### config.mk
export PLATFORM = sky130hd
export DESIGN_NAME = fsmc_hs_slave
export DESIGN_NICKNAME = d
export VERILOG_FILES = /design/src/rtl/fsmc_pkg.sv /design/src/rtl/sync_bits_rst.sv /design/src/rtl/fsmc_hs_slave.sv
export SDC_FILE = /design/constraint.sdc
export NUM_CORES = 1
export LEC_CHECK = 0
export BUFFER_PORTS_ARGS = -buffer_cell sky130_fd_sc_hd__clkbuf_2
export CAP_MARGIN = 20
export CORE_MARGIN = 2
export CORE_UTILIZATION = 49
export DETAILED_ROUTE_END_ITERATION = 16
export PLACE_DENSITY_LB_ADDON = 0.12
export SKIP_CTS_REPAIR_TIMING = 1
export SYNTH_ARGS = -nofsm -noshare
export SYNTH_HDL_FRONTEND = slang
export SYNTH_SLANG_ARGS = --single-unit
### constraint.sdc
create_clock -name clk -period 2.3 [get_ports clk]
set_input_delay 0.46 -clock clk [delete_from_list [all_inputs] [get_ports clk]]
set_output_delay 0.46 -clock clk [all_outputs]
set_load 0.05 [all_outputs]
### src/rtl/fsmc_pkg.sv
`default_nettype none
// ============================================================================
// Module      : fsmc_pkg
// Description : Shared constants and types for the handshaked FSMC slave.
// Revision    : 1.0
// ============================================================================
package fsmc_pkg;

    localparam int c_IDX_IDLE     = 0;
    localparam int c_IDX_WR_HOLD  = 1;
    localparam int c_IDX_WR_END   = 2;
    localparam int c_IDX_RD_REQ   = 3;
    localparam int c_IDX_RD_DRIVE = 4;
    localparam int c_NUM_STATES   = 5;

    typedef enum logic [c_NUM_STATES-1:0] {
        ST_IDLE     = 5'b00001,
        ST_WR_HOLD  = 5'b00010,
        ST_WR_END   = 5'b00100,
        ST_RD_REQ   = 5'b01000,
        ST_RD_DRIVE = 5'b10000
    } state_t;

    localparam logic [15:0] c_TIMEOUT_DATA_DEFAULT = 16'hDEAD;
    localparam int          c_MIN_SYNC_STAGES      = 2;

    function automatic bit sync_stages_ok(input int stages);
        return stages >= c_MIN_SYNC_STAGES;
    endfunction

endpackage
`default_nettype wire

### src/rtl/sync_bits_rst.sv
`default_nettype none
// ============================================================================
// Module      : sync_bits_rst
// Description : Multi-stage synchroniser whose flops reset to all-ones.
// Revision    : 1.0
// ============================================================================
module sync_bits_rst #(
    parameter int W      = 1,
    parameter int STAGES = 2
) (
    input  logic         clk,
    input  logic         nrst,
    input  logic [W-1:0] i_d,
    output logic [W-1:0] o_q
);

    logic [STAGES-1:0][W-1:0] r_sync;

    always_ff @(posedge clk or negedge nrst) begin
        if (!nrst) begin
            r_sync <= '1;
        end else begin
            r_sync <= {r_sync[STAGES-2:0], i_d};
        end
    end

    assign o_q = r_sync[STAGES-1];

endmodule
`default_nettype wire

### src/rtl/fsmc_hs_slave.sv
`default_nettype none
// ============================================================================
// Module      : fsmc_hs_slave
// Description : FSMC bus slave with valid/ack register handshakes and NWAIT.
// Revision    : 1.0
// ============================================================================
module fsmc_hs_slave
    import fsmc_pkg::*;
#(
    parameter int          ADRW         = 8,
    parameter int          DATW         = 16,
    parameter int          SYNC_STAGES  = 2,
    parameter int          RD_TIMEOUT   = 15,
    parameter logic [15:0] TIMEOUT_DATA = c_TIMEOUT_DATA_DEFAULT
) (
    input  logic            clk,
    input  logic            nrst,
    input  logic            aNE,
    input  logic            aNOE,
    input  logic            aNWE,
    input  logic [ADRW-1:0] aAn,
    input  logic [DATW-1:0] aDn,
    output logic            io_output,
    output logic [DATW-1:0] io_data,
    output logic            aNWAIT,
    output logic            rd_req,
    output logic [ADRW-1:0] rd_adr,
    input  logic            rd_ack,
    input  logic [DATW-1:0] rd_data,
    output logic            wr_valid,
    output logic [ADRW-1:0] wr_adr,
    output logic [DATW-1:0] wr_data,
    input  logic            wr_ready,
    output logic [7:0]      timeout_cnt
);

    localparam int              c_CW       = (RD_TIMEOUT > 1) ? $clog2(RD_TIMEOUT) : 1;
    localparam logic [DATW-1:0] c_TO_DATA  = DATW'(TIMEOUT_DATA);
    localparam logic [c_CW-1:0] c_CNT_LAST = c_CW'(RD_TIMEOUT - 1);

    if (!sync_stages_ok(SYNC_STAGES)) begin : g_bad_sync_stages
        $error("fsmc_hs_slave: SYNC_STAGES must be at least %0d", c_MIN_SYNC_STAGES);
    end
    if (RD_TIMEOUT < 1) begin : g_bad_rd_timeout
        $error("fsmc_hs_slave: RD_TIMEOUT must be at least 1");
    end

    logic [2:0] w_sync;
    logic       w_sne;
    logic       w_snoe;
    logic       w_snwe;

    sync_bits_rst #(
        .W      (3),
        .STAGES (SYNC_STAGES)
    ) u_sync (
        .clk  (clk),
        .nrst (nrst),
        .i_d  ({aNE, aNOE, aNWE}),
        .o_q  (w_sync)
    );

    assign w_sne  = w_sync[2];
    assign w_snoe = w_sync[1];
    assign w_snwe = w_sync[0];

    state_t          r_state;
    logic [c_CW-1:0] r_cnt;

    always_ff @(posedge clk or negedge nrst) begin
        if (!nrst) begin
            r_state     <= ST_IDLE;
            r_cnt       <= '0;
            rd_adr      <= '0;
            wr_adr      <= '0;
            wr_data     <= '0;
            io_data     <= '0;
            timeout_cnt <= '0;
        end else begin
            case (r_state)
                ST_IDLE: begin
                    // Write wins when NOE and NWE are both low.
                    if (!w_sne && !w_snwe) begin
                        wr_adr  <= aAn;
                        wr_data <= aDn;
                        r_state <= ST_WR_HOLD;
                    end else if (!w_sne && !w_snoe) begin
                        rd_adr  <= aAn;
                        r_cnt   <= '0;
                        r_state <= ST_RD_REQ;
                    end
                end
                ST_WR_HOLD: begin
                    if (wr_ready) begin
                        r_state <= ST_WR_END;
                    end
                end
                ST_WR_END: begin
                    if (w_sne || w_snwe) begin
                        r_state <= ST_IDLE;
                    end
                end
                ST_RD_REQ: begin
                    // Host abort drops the read; an ack beats the terminal count.
                    if (w_sne || w_snoe) begin
                        r_state <= ST_IDLE;
                    end else if (rd_ack) begin
                        io_data <= rd_data;
                        r_state <= ST_RD_DRIVE;
                    end else if (r_cnt == c_CNT_LAST) begin
                        io_data <= c_TO_DATA;
                        if (timeout_cnt != 8'hFF) begin
                            timeout_cnt <= timeout_cnt + 8'd1;
                        end
                        r_state <= ST_RD_DRIVE;
                    end else begin
                        r_cnt <= r_cnt + c_CW'(1);
                    end
                end
                ST_RD_DRIVE: begin
                    if (w_sne || w_snoe) begin
                        r_state <= ST_IDLE;
                    end
                end
                default: begin
                    r_state <= ST_IDLE;
                end
            endcase
        end
    end

    assign rd_req    = r_state[c_IDX_RD_REQ];
    assign wr_valid  = r_state[c_IDX_WR_HOLD];
    assign aNWAIT    = ~(rd_req | wr_valid);
    assign io_output = r_state[c_IDX_RD_DRIVE] & ~w_sne & ~w_snoe;

endmodule
`default_nettype wire

==> metrics, run 1 <==
# setup viols final 0; drt first pass iters 4; CTS H-Tree Depth 3; Initial DRC Count 108; CTS Buffer Depth 2; clock slew at reported path FFs 80 ps; total chip power 0.00539 W; Die X 81.1 µm; r2r setup slk 250 ps; Crit. Startpoint timeout_cnt[0]; hold slack 141 ps; post-synth top area cell dfrtp_1; Syn Area/Cell 13.7 µm²; # rows 28; number of global-route vias before repair 2,065; initial core utilization 50.0%; # port buffers 106; largest net degree at the start of global routing 72; global-route usage over all layers 18.8%; crit end category register; Layout fillers 489; synth unique cells 42; internal power 0.00288 W; switch share 46.6%; status finished, final reports clean; final net count 376; Mapped Area 2910 µm²; Crit Path Class reg -> reg; DR vias/cell 5.12; Setup crit end timeout_cnt[7]; Synth top area share 55.1%; P_sw 0.00251 W; CORE AREA 5820 µm²; Reg area 1790 µm²; total number of vias 2,079; FF+latch count, synth 71; CTS tree done; RSZ-0062 raised after global routing false; Max Cap Violations 0; fmax 488 MHz; Rel. slew slack 64.9%; final worst-path cycle share 89.1%; clock root buffer clkbuf_8; sequential fraction of the synthesis area 61.4%; HPWL Detailed 4.18 mm; antenna cells 0; # IOs 107; worst min path class in -> async; clk_skew 10.7 ps; Critical Path RT 2550 ps; P&R area growth vs syn 28.1%; max-slew violations 0; Worst Setup Start Kind register; VDD IR max 1050 µV; Die Ht 81.1 µm; GRT Residual Overflow 0; ratio of cells with drive above 1 in the final layout 53.5%; Clk pwr share 17.8%; Clk Latency, worst-skew pair 330 ps; final WL 5.70 mm; Arrival @ worst endpoint 2300 ps; Synthesis Warnings 0; top cells by area, synth dfrtp_1 (55%), mux2_2 (12%), dfstp_2 (6.3%); crit path max fanout 5; post-DR wirelength/cell 14.0 µm; setup TNS 0 ps; worst reg2reg startpoint timeout_cnt[0]; Leakage Power 1.87 nW; Inserted Clock Buffers 9; Worst R2R End timeout_cnt[7]; min Tclk post-route 2050 ps; die area 6570 µm²; R2R depth 6; # clock sinks 71; GPL Wtd Cong 0.833; Multi-input gate area 1080 µm²; Gate power share 46.5%; drt drc 0; Tightest Pin Transition 523 ps; Gate Count Post-Synth 212; post-route insts no fill 406; ANT nets after route 0; initial antenna violation count 0; Finished Cell Area 3730 µm²; cell count after placement 390; global-route wire length before repair 9.40 mm; power density cells 1450 nW/µm²; hold violation total from the final report 0; Placed Area 3530 µm²; Seq pwr share 35.7%; Syn Nets 262
## power groups by stage
stage                     clock [W]  sequential [W]  combinational (W)
after detailed placement          0         0.00194            0.00253
after CTS                  0.000995         0.00192            0.00253
after global routing        0.00105         0.00197            0.00263
final                      0.000960         0.00192            0.00250
after floorplan                   0         0.00326           0.000602
after global placement            0         0.00192            0.00250
## worst min path at each step
stage,endpoint,slack [ps],cells after the start
after global placement,u_sync.o_q[2],350,0
after floorplan,io_data[0],160,0
final,io_data[6],140,2
after detailed placement,u_sync.o_q[0],350,0
after CTS,io_data[13],150,2
after global routing,r_cnt[2],160,2
## cell type report
| cell class | count | area share, % |
|---|---|---|
| flip-flops and latches | 71 | 47.9 |
| multi-input cells | 132 | 28.9 |
| repair buffers | 110 | 15.4 |
| clock buffers | 12 | 3.89 |
| well taps | 75 | 2.52 |
| clock inverters | 4 | 1.21 |
| inverters | 2 | 0.201 |
## sequential cells by signal, indices dropped and copies added, names as in the netlist
name           cells
u_sync.r_sync      3
timeout_cnt        8
wr_adr             8
rd_adr             8
r_cnt              4
r_state            5
io_data           16
wr_data           16
u_sync.o_q         3
## placed cells by master (no fill, tap or decap), types with 3 or more instances in the layout
| cell | n |
|---|---|
| clkbuf_8 | 10 |
| dfstp_2 | 7 |
| buf_4 | 3 |
| nand3_1 | 8 |
| o21ai_0 | 5 |
| xnor2_1 | 4 |
| ha_1 | 3 |
| nor2_1 | 9 |
| dfrtp_1 | 64 |
| mux2_2 | 32 |
| clkbuf_2 | 105 |
| a22o_1 | 5 |
| nand2_1 | 14 |
| o22a_1 | 11 |
| xor2_1 | 4 |
| clkinv_2 | 3 |
## cell usage after synthesis (all sizes together)
library cell / number
a211oi: 1
a21o: 1
a21oi: 1
a22o: 5
a22oi: 2
a311o: 2
a311oi: 1
a31o: 1
and2: 2
and3: 4
buf: 3
clkbuf: 4
dfrtp: 64
dfstp: 7
ha: 3
inv: 2
mux2: 33
nand2: 16
nand3: 8
nand3b: 1
nor2: 9
nor2b: 1
nor3: 4
nor4: 3
nor4b: 1
o211ai: 2
o21a: 1
o21ai: 6
o22a: 11
o31ai: 2
or2: 1
or3: 2
xnor2: 4
xor2: 4
## cell families (layout without fill, tap and decap cells)
group           count (synthesis)  in the layout  synth area share (%)
fa+ha+maj                       3              3                  1.29
simple gates                   52             52                  10.4
flops                          71             71                  61.4
xor+xnor                        8              8                  2.41
compound gates                 36             36                  10.0
mux                            33             33                  12.8
buf+inv                         9            128                  1.72
## stage by stage
stage	setup WS [ps]	utilization (%)
6_report	251	64.1
5_1_grt	96.3	64.1
4_1_cts	210	64.0
3_5_place_dp	226	60.8
3_3_place_gp	285	60.8
2_1_floorplan	79.3	-
## worst max-delay path, cell delays in order (launching register included)
cell,delay (ps)
dfrtp_1,420
ha_1,220
and3_2,210
and3_1,210
a311o_4,450
nor4_4,280
xor2_1,170
## metal layers
metal  up-vias  global-route usage [%]  part of all wire, %
li1        996                       -                    -
met1      1015                    24.6                   43
met2        62                    29.7                   50
met3         6                    6.44                  6.1
met4         0                    6.10                 0.88
met5         -                       0                    0
No activity file was read; power rests on OpenSTA's default activity.
==> inputs of run 2 (changes only) <==
--- a/config.mk
+++ b/config.mk
@@ -7,6 +7,7 @@
 export LEC_CHECK = 0
 export BUFFER_PORTS_ARGS = -buffer_cell sky130_fd_sc_hd__clkbuf_2
 export CAP_MARGIN = 20
+export CORE_ASPECT_RATIO = 1.5
 export CORE_MARGIN = 2
 export CORE_UTILIZATION = 49
 export DETAILED_ROUTE_END_ITERATION = 16
==> constraint.sdc (replaced) <==
create_clock -name clk -period 2.3 [get_ports clk]
set_input_delay 0.115 -clock clk [delete_from_list [all_inputs] [get_ports clk]]
set_output_delay 0.115 -clock clk [all_outputs]
set_load 0.05 [all_outputs]
==> metrics, run 2 (same netlist as run 1, synthesis figures left out) <==
most frequent cells in the layout clkbuf_2 (105), dfrtp_1 (64), mux2_2 (32); slowest CP cell dfrtp_1; total number of vias 2,165; Inserted Clock Buffers 9; Crit path top cell by count nand2_1; # port buffers 106; ratio of cells with drive above 1 in the final layout 52.1%; Worst Setup Start Kind register; final net count 383; global-route usage over all layers 20.4%; global-route wire length before repair 10.1 mm; initial core utilization 50.3%; HPWL Detailed 4.66 mm; Buf+Inv Stages, Crit Path 0; Initial DRC Count 63; CP Cell Sequence nor4_4, nand2_1, nor3_2, nand2_1, o22a_1; power density cells 1450 nW/µm²; Clk pwr share 20.1%; internal power 0.00302 W; # setup viols final 0; CTS tree done; Clk Latency, worst-skew pair 340 ps; VDD IR max 1030 µV; cell family contributing the most delay on the critical path simple AND/OR/NAND/NOR gates; final worst-path cycle share 91.9%; hold violation total from the final report 0; crit end category register; Tightest Pin Transition 562 ps; # rows 34; # IOs 107; HP Start aAn[2]; Arrival @ worst endpoint 2330 ps; P_sw 0.00254 W; cell count after placement 386; CTS H-Tree Depth 3; initial antenna violation count 0; antenna cells 0; crit-path max cell delay 510 ps; die area 6580 µm²; ANT nets after route 0; number of global-route vias before repair 2,179; GRT Residual Overflow 0; Crit. Startpoint r_state[1]; # clock sinks 71; P&R area growth vs syn 31.8%; GPL Wtd Cong 0.819; Gate power share 45.3%; DR vias/cell 5.28; crit path max fanout 11; worst reg2reg startpoint r_state[1]; clock slew at reported path FFs 70 ps; post-route insts no fill 410; switch share 45.7%; clock root buffer clkbuf_8; Seq pwr share 34.7%; max-slew violations 0; Die X 66.9 µm; final WL 6.36 mm; Die Ht 98.4 µm; top flop regs io_data x16, wr_data x16; Layout fillers 488; post-DR wirelength/cell 15.5 µm; worst min path class in -> reg; drt first pass iters 4; status finished, final reports clean; fmax 473 MHz; min Tclk post-route 2110 ps; Crit Path Class reg -> reg; RSZ-0062 raised after global routing false; leading cell type in the layout, fill and taps excluded clkbuf_2; CORE AREA 5790 µm²; drt drc 0; setup TNS 0 ps; clk_skew 12.1 ps; CTS Buffer Depth 2; Leakage Power 1.91 nW; Critical Path RT 2520 ps; Max Cap Violations 0; largest net degree at the start of global routing 49; Rel. slew slack 62.3%
run 2: changes by cell type in the layout (fill, tap and decap cells not counted):
cell / change
dlygate4sd3_1: +8
buf_4: -1
nand2_2: -1
nand2_1: +1
o21a_2: -1
clkbuf_1: -2
bufinv_16: +1
clkbuf_8: +1
clkinv_2: -2
o21a_1: +1
clkinvlp_4: +2
run 2: path summary, 6_finish.rpt:
kind                                   to  slack, ps  depth (start not counted)
setup / recovery               io_data[9]        190                          5
hold / removal                  rd_adr[2]          8                          2
setup reg to reg               io_data[9]        190                          5
hold reg to reg             u_sync.o_q[2]        360                          0
max in group asynchronous   u_sync.o_q[0]       1290                          3
min in group asynchronous  timeout_cnt[4]        300                          2
run 2: final cells by class:
| class | instances | area (µm²) | share of cell area [%] |
|---|---|---|---|
| well taps | 72 | 90.1 | 2.35 |
| multi-input cells | 132 | 1070 | 28.0 |
| clock buffers | 11 | 151 | 3.95 |
| flip-flops and latches | 71 | 1790 | 46.6 |
| repair buffers | 117 | 646 | 16.8 |
| inverters | 2 | 7.51 | 0.196 |
| clock inverters | 5 | 80.1 | 2.09 |
run 2: routing by layer:
metal  global-route usage (%)  up-vias  share of wire [%]  routed length, µm
met4                     10.0        0                1.9                121
met5                        0        -                  0                  0
met1                     23.2     1070                 39               2480
met3                     6.45        8                5.5                350
met2                     33.8       74                 54               3410
li1                         -     1013                  -                  -
run 2: worst register-to-register path: stages, from the launching register on:
cell	delay (ps)
dfrtp_1	510
nor4_4	460
nand2_1	170
nor3_2	260
nand2_1	310
o22a_1	300
run 2: stage by stage:
stage	total power, W	setup slack [ps]	area, µm²	util [%]	hold WS [ps]
after floorplan	0.00386	79.3	2910	-	-181
after global placement	0.00443	317	3520	60.9	131
after detailed placement	0.00447	200	3520	60.9	132
after CTS	0.00560	198	3750	64.9	-241
after global routing	0.00583	37.4	3830	66.3	0.0646
final	0.00556	186	3830	66.3	8.04
run 2: power by group through the flow:
stage	registers (W)	clock network, W	logic [W]
floorplan	0.00326	0	0.000602
global placement	0.00193	0	0.00250
detailed placement	0.00195	0	0.00252
CTS	0.00193	0.00114	0.00253
global route	0.00199	0.00121	0.00263
finish	0.00193	0.00112	0.00252
